### src/rtl/writeback_unit.sv
// Register-file write-port arbiter: merges single-cycle ALU results with buffered
// long-latency (load/MDU) results, tracks pending destinations and flags RAW hazards.
module writeback_unit #(
    parameter int XLEN           = 32,
    parameter int LSU_FIFO_DEPTH = 2,
    parameter int STARVE_LIMIT   = 4
) (
    input  logic            clk_i,
    input  logic            rst_ni,
    input  logic            alu_valid_i,
    input  logic [4:0]      alu_rd_addr_i,
    input  logic [XLEN-1:0] alu_data_i,
    input  logic            lsu_valid_i,
    output logic            lsu_ready_o,
    input  logic [4:0]      lsu_rd_addr_i,
    input  logic [XLEN-1:0] lsu_data_i,
    input  logic            issue_lsu_i,
    input  logic [4:0]      issue_rd_addr_i,
    input  logic [4:0]      rs1_addr_i,
    input  logic [4:0]      rs2_addr_i,
    output logic            hazard_o,
    output logic            alu_hold_o,
    output logic            reg_write_en_o,
    output logic [4:0]      rd_addr_o,
    output logic [XLEN-1:0] rd_data_o,
    output logic [31:0]     pending_o,
    output logic            err_o
);

    localparam int AW = (LSU_FIFO_DEPTH > 1) ? $clog2(LSU_FIFO_DEPTH) : 1;
    localparam int CW = $clog2(LSU_FIFO_DEPTH + 1);
    localparam int SW = $clog2(STARVE_LIMIT + 1);

    // Long-latency result buffer
    logic [4:0]      fifo_rd_mem   [LSU_FIFO_DEPTH];
    logic [XLEN-1:0] fifo_data_mem [LSU_FIFO_DEPTH];
    logic [AW-1:0]   wr_ptr_reg, wr_ptr_next;
    logic [AW-1:0]   rd_ptr_reg, rd_ptr_next;
    logic [CW-1:0]   count_reg, count_next;

    logic            fifo_full;
    logic            fifo_empty;
    logic            push;
    logic            pop;
    logic            alu_sel;
    logic [4:0]      head_rd;
    logic [XLEN-1:0] head_data;

    // Registered write port
    logic            wen_reg, wen_next;
    logic [4:0]      rd_addr_reg, rd_addr_next;
    logic [XLEN-1:0] rd_data_reg, rd_data_next;

    // Scoreboard, starvation and error state
    logic [31:0]     pending_reg, pending_next;
    logic [31:0]     set_vec;
    logic [31:0]     clr_vec;
    logic [SW-1:0]   starve_reg, starve_next;
    logic            hold_reg, hold_next;
    logic            err_reg, err_next;
    logic            issue_conflict;
    logic            hold_violation;

    assign fifo_full   = (count_reg == CW'(LSU_FIFO_DEPTH));
    assign fifo_empty  = (count_reg == '0);
    assign lsu_ready_o = !fifo_full;
    assign push        = lsu_valid_i && !fifo_full;

    // A registered hold suppresses the ALU, which forces the FIFO head out.
    assign alu_sel     = alu_valid_i && !hold_reg;
    assign pop         = !alu_sel && !fifo_empty;

    assign head_rd     = fifo_rd_mem[rd_ptr_reg];
    assign head_data   = fifo_data_mem[rd_ptr_reg];

    always_ff @(posedge clk_i) begin
        if (push) begin
            fifo_rd_mem[wr_ptr_reg]   <= lsu_rd_addr_i;
            fifo_data_mem[wr_ptr_reg] <= lsu_data_i;
        end
    end

    always_comb begin
        wr_ptr_next = wr_ptr_reg;
        rd_ptr_next = rd_ptr_reg;
        count_next  = count_reg;
        if (push) begin
            wr_ptr_next = wr_ptr_reg + AW'(1);
        end
        if (pop) begin
            rd_ptr_next = rd_ptr_reg + AW'(1);
        end
        case ({push, pop})
            2'b10:   count_next = count_reg + CW'(1);
            2'b01:   count_next = count_reg - CW'(1);
            default: count_next = count_reg;
        endcase
    end

    // rd=0 selections are consumed but leave the address/data registers untouched.
    always_comb begin
        wen_next     = 1'b0;
        rd_addr_next = rd_addr_reg;
        rd_data_next = rd_data_reg;
        if (alu_sel) begin
            if (alu_rd_addr_i != 5'd0) begin
                wen_next     = 1'b1;
                rd_addr_next = alu_rd_addr_i;
                rd_data_next = alu_data_i;
            end
        end else if (pop && (head_rd != 5'd0)) begin
            wen_next     = 1'b1;
            rd_addr_next = head_rd;
            rd_data_next = head_data;
        end
    end

    genvar gi;
    generate
        for (gi = 0; gi < 32; gi++) begin : g_sb
            assign set_vec[gi] = issue_lsu_i && (issue_rd_addr_i == 5'(gi));
            assign clr_vec[gi] = pop && (head_rd == 5'(gi));
        end
    endgenerate

    // Set is applied after clear so a same-cycle reissue keeps the bit; x0 never pends.
    assign pending_next = ((pending_reg & ~clr_vec) | set_vec) & ~32'd1;

    assign issue_conflict = issue_lsu_i && (issue_rd_addr_i != 5'd0) && pending_reg[issue_rd_addr_i];
    assign hold_violation = alu_valid_i && hold_reg;
    assign err_next       = err_reg | issue_conflict | hold_violation;

    // Reaching the limit arms a one-cycle hold and restarts the count.
    always_comb begin
        starve_next = '0;
        hold_next   = 1'b0;
        if (fifo_full && alu_sel) begin
            if (starve_reg == SW'(STARVE_LIMIT - 1)) begin
                hold_next = 1'b1;
            end else begin
                starve_next = starve_reg + SW'(1);
            end
        end
    end

    always_ff @(posedge clk_i or negedge rst_ni) begin
        if (!rst_ni) begin
            wr_ptr_reg  <= '0;
            rd_ptr_reg  <= '0;
            count_reg   <= '0;
            wen_reg     <= 1'b0;
            rd_addr_reg <= '0;
            rd_data_reg <= '0;
            pending_reg <= '0;
            starve_reg  <= '0;
            hold_reg    <= 1'b0;
            err_reg     <= 1'b0;
        end else begin
            wr_ptr_reg  <= wr_ptr_next;
            rd_ptr_reg  <= rd_ptr_next;
            count_reg   <= count_next;
            wen_reg     <= wen_next;
            rd_addr_reg <= rd_addr_next;
            rd_data_reg <= rd_data_next;
            pending_reg <= pending_next;
            starve_reg  <= starve_next;
            hold_reg    <= hold_next;
            err_reg     <= err_next;
        end
    end

    assign hazard_o = ((rs1_addr_i != 5'd0) && pending_reg[rs1_addr_i]) ||
                      ((rs2_addr_i != 5'd0) && pending_reg[rs2_addr_i]);

    assign alu_hold_o     = hold_reg;
    assign reg_write_en_o = wen_reg;
    assign rd_addr_o      = rd_addr_reg;
    assign rd_data_o      = rd_data_reg;
    assign pending_o      = pending_reg;
    assign err_o          = err_reg;

endmodule

### config.mk
export PLATFORM = sky130hd
export DESIGN_NAME = writeback_unit
export DESIGN_NICKNAME = d
export VERILOG_FILES = /design/src/rtl/writeback_unit.sv
export SDC_FILE = /design/constraint.sdc
export NUM_CORES = 1
export LEC_CHECK = 0
export BUFFER_PORTS_ARGS = -buffer_cell sky130_fd_sc_hd__buf_4
export CORE_MARGIN = 2
export CORE_UTILIZATION = 52
export CTS_BUF_LIST = sky130_fd_sc_hd__clkbuf_16
export DETAILED_ROUTE_END_ITERATION = 12
export PLACE_DENSITY = 0.78
export SLEW_MARGIN = 25
export SYNTH_ARGS = -nofsm -noshare
export SYNTH_HDL_FRONTEND = slang
export SYNTH_SLANG_ARGS = --single-unit
export TNS_END_PERCENT = 100
### constraint.sdc
create_clock -name clk_i -period 7.7 [get_ports clk_i]
set_clock_uncertainty 0.1 [all_clocks]
set_input_delay 0 -clock clk_i [delete_from_list [all_inputs] [get_ports clk_i]]
set_output_delay 0 -clock clk_i [all_outputs]
set_load 0.005 [all_outputs]
==> flow_metrics.tcl <==
set metrics [dict create \
    fin_setup_tns_ns 0 \
    fin_ws_ns 4.55 \
    post-route-period-util_pct 40.9 \
    clockRootBuffer "clkbuf_16" \
    ys.flop_type "dfrtp_1" \
    p_leak_uw 0.00425 \
    synth_compound_area_share_pct 8.77 \
    wirelength_mm 19.3 \
    status "finished, final reports clean" \
    portBuffers 166 \
    dr.pass1.iters 5 \
    hold_class "in2async" \
    wl_per_cell_um 20.1 \
    register_area_um2 4180 \
    worstSetupPathType "reg2reg" \
    dieWidth_um 120 \
    rsz0062_at_grt "no" \
    clock-sinks 152 \
    clock_latency_ns 0.41 \
    path_max_fanout 37 \
    p_seq_share_pct 40.6 \
    nets 867 \
    multi_input_area_um2 2730 \
    largest_reg_flops 64 \
    rows 42 \
    first_iter_violations 387 \
    synthDistinctLibCells 42 \
    overflow 0 \
    synth_nets 620 \
    worst-path-buf-inv 2 \
    async_reset_ff_share_pct 51.3 \
    coreArea_um2 13200 \
    ys_seq_area_share_pct 59.2 \
    slowest_delay_ns 0.58 \
    grt_max_degree 79 \
    die_y_um 120 \
    numCtsBuffers 17 \
    finalMaxSlewViolations 0 \
    pin_count 168 \
    p_comb_share_pct 34.0 \
    synth_top_cell_by_area "edfxtp_1" \
    initial_core_util_pct 53.2 \
    synth_seq_cells 152 \
    cts_tree "built" \
    setup_viol 0 \
    mappedNetlistArea_um2 7050 \
    period_minus_slack_ns 3.15 \
    finalPower_uw 3390 \
    cts_buffer_depth 2 \
    crit_required_ns 7.89 \
    postRouteAntennaNets 0 \
    vdd_ir_drop_max_v 0.000199 \
    drive_above_1_share_pct 33.8 \
    avgSynthCellArea_um2 13.4 \
    grt_pass1_vias 5766 \
    worst_pin_slew_ns 0.914 \
    crit_family "buffers and inverters" \
    dp_slack_ns 4.60 \
    track_usage_pct 27.1 \
    die_area_um2 14500 \
    power.switching_uw 1080 \
    synth.area.top_cells "edfxtp_1 (32%), dfrtp_1 (28%), o21ai_0 (7.0%)" \
    cellPowerDensity_nw_per_um2 343 \
    yosysWarnings 0 \
    grt_pass1_wl_mm 30.0 \
    place_congestion 0.888 \
    vias_per_cell 5.68 \
    synth.top_cells.by_count "o21ai_0 (99), dfrtp_1 (78), edfxtp_1 (74)" \
    muxShareOfSynthArea_pct 21.5 \
    cap_violations 0 \
    swShare_pct 31.8 \
    num_vias 5461 \
    max_flop_register "fifo_data_mem" \
    synthAdderAreaFrac_pct 0.355 \
    synth_cells 524 \
    fillers 838 \
    p_int_uw 2310 \
    antenna_found_initial 1 \
    startpoint_type "flip-flop" \
    htree_num_levels 4 \
    crit_arrival_ns 3.34 \
    synth_most_common_cell "o21ai_0" \
    yosys.area_share.simple_pct 7.19 \
    areaGrowthSynthToFinish_pct 40.4 \
    p_clk_share_pct 25.3 \
    hpwl_mm 11.7 \
    synth_top_family_by_area "multiplexers" \
    crit_chain "buf_4, mux2i_2, nand4_1, a211o_2, buf_4, mux2_1" \
    synth_xor_area_share_pct 0.622 \
    clk_pin_slew_worst_paths_ns 0.06 \
    crit_slowest_cell "buf_4" \
    drc 0 \
    clock.fmax_mhz 318 \
    timing.slew.headroom_pct 39.1 \
    synth_edf_count 74 \
    crit_path_end_kind "flip-flop" \
    hold_viol 0 \
    yosysTopAreaCellShare_pct 31.5 \
    crit_top_cell "buf_4" \
]
## logic make-up (layout without fill, tap and decap cells)
| group | after synthesis | after routing |
|---|---|---|
| mux | 109 | 109 |
| flops | 152 | 152 |
| compound gates | 117 | 117 |
| xor+xnor | 5 | 5 |
| simple gates | 111 | 111 |
| other cells | 1 | 2 |
| buf+inv | 27 | 287 |
| fa+ha+maj | 2 | 2 |
## cells in the final DEF, fill, tap and decap left out, types with 2 or more instances in the layout
cell / synthesis / layout
dlygate4sd3_1: 0 / 84
mux2_2: 5 / 5
inv_4: 0 / 3
buf_4: 1 / 168
ha_1: 2 / 2
nor2_1: 15 / 14
mux4_2: 19 / 19
nand2_1: 58 / 58
nand4_1: 3 / 3
o21ai_0: 99 / 99
mux2_4: 29 / 29
clkinv_2: 0 / 2
nand3_1: 12 / 12
o211ai_1: 2 / 2
nor2b_1: 5 / 4
a31oi_1: 2 / 2
dfrtp_1: 78 / 77
mux2i_2: 2 / 2
mux2_1: 3 / 3
clkinv_4: 0 / 2
a21oi_1: 6 / 6
xnor2_1: 3 / 3
nor3_1: 2 / 2
clkbuf_16: 0 / 20
edfxtp_1: 74 / 74
xor2_1: 2 / 2
mux2i_4: 2 / 2
nand2b_1: 9 / 9
inv_1: 1 / 3
mux2i_1: 49 / 49
o2111ai_1: 2 / 2
bufinv_16: 0 / 2
## power by group through the flow
stage,Clock [uW],Sequential (uW),Combinational [uW]
2_1_floorplan,0,1310,654
6_report,859,1380,1150
4_1_cts,866,1370,1130
3_3_place_gp,0,1360,1050
5_1_grt,903,1410,1240
3_5_place_dp,0,1380,1090
## final timing paths
check	endpoint	startpoint	depth (start not counted)	slack [ns]
worst max-delay path	rd_data_o[14]$_DFFE_PN0P_	rd_ptr_reg$_DFFE_PN0P_	6	4.55
worst min-delay path	rd_data_o[25]$_DFFE_PN0P_	rst_ni	2	0.07
worst max register to register	rd_data_o[14]$_DFFE_PN0P_	rd_ptr_reg$_DFFE_PN0P_	6	4.55
worst min register to register	starve_reg[0]$_DFF_PN0_	starve_reg[0]$_DFF_PN0_	1	0.34
max in group asynchronous	rd_ptr_reg$_DFFE_PN0P_	rst_ni	2	6.88
min in group clk_i	pending_o[3]$_DFF_PN0_	issue_rd_addr_i[0]	3	0.09
## layer usage
layer	up-vias	GRT usage, %	share of wire [%]
met2	258	49.2	54
met5	-	0	0
met4	0	8.72	1.6
li1	2451	-	-
met1	2719	31.6	37
met3	33	6.32	7.1
## timing repair
action,4_1_cts,5_1_grt
endpoints found under the hold margin,222,0
setup buffers,0,0
gates resized for setup,0,0
hold buffers,84,0
## area by class of cell
type	instances	area share, %
timing repair buffer	254	21.6
clock buffer	20	5.06
tap	176	2.23
clock inverter	12	1.19
sequential	152	42.2
antenna	1	0.0253
inverter	1	0.0379
multi-input combinational	345	27.6
## metrics by stage
step | std cells | instance area (um2) | hold slack (ns) | utilization, %
after floorplan | 524 | 7050 | -0.396 | -
after global placement | 843 | 8400 | 0.0849 | 63.4
after detailed placement | 843 | 8400 | 0.0879 | 63.4
after CTS | 959 | 9860 | 0.0559 | 74.4
after global routing | 961 | 9890 | 0.0904 | 74.7
final | 961 | 9890 | 0.0731 | 74.7
No activity file was read; power rests on OpenSTA's default activity.
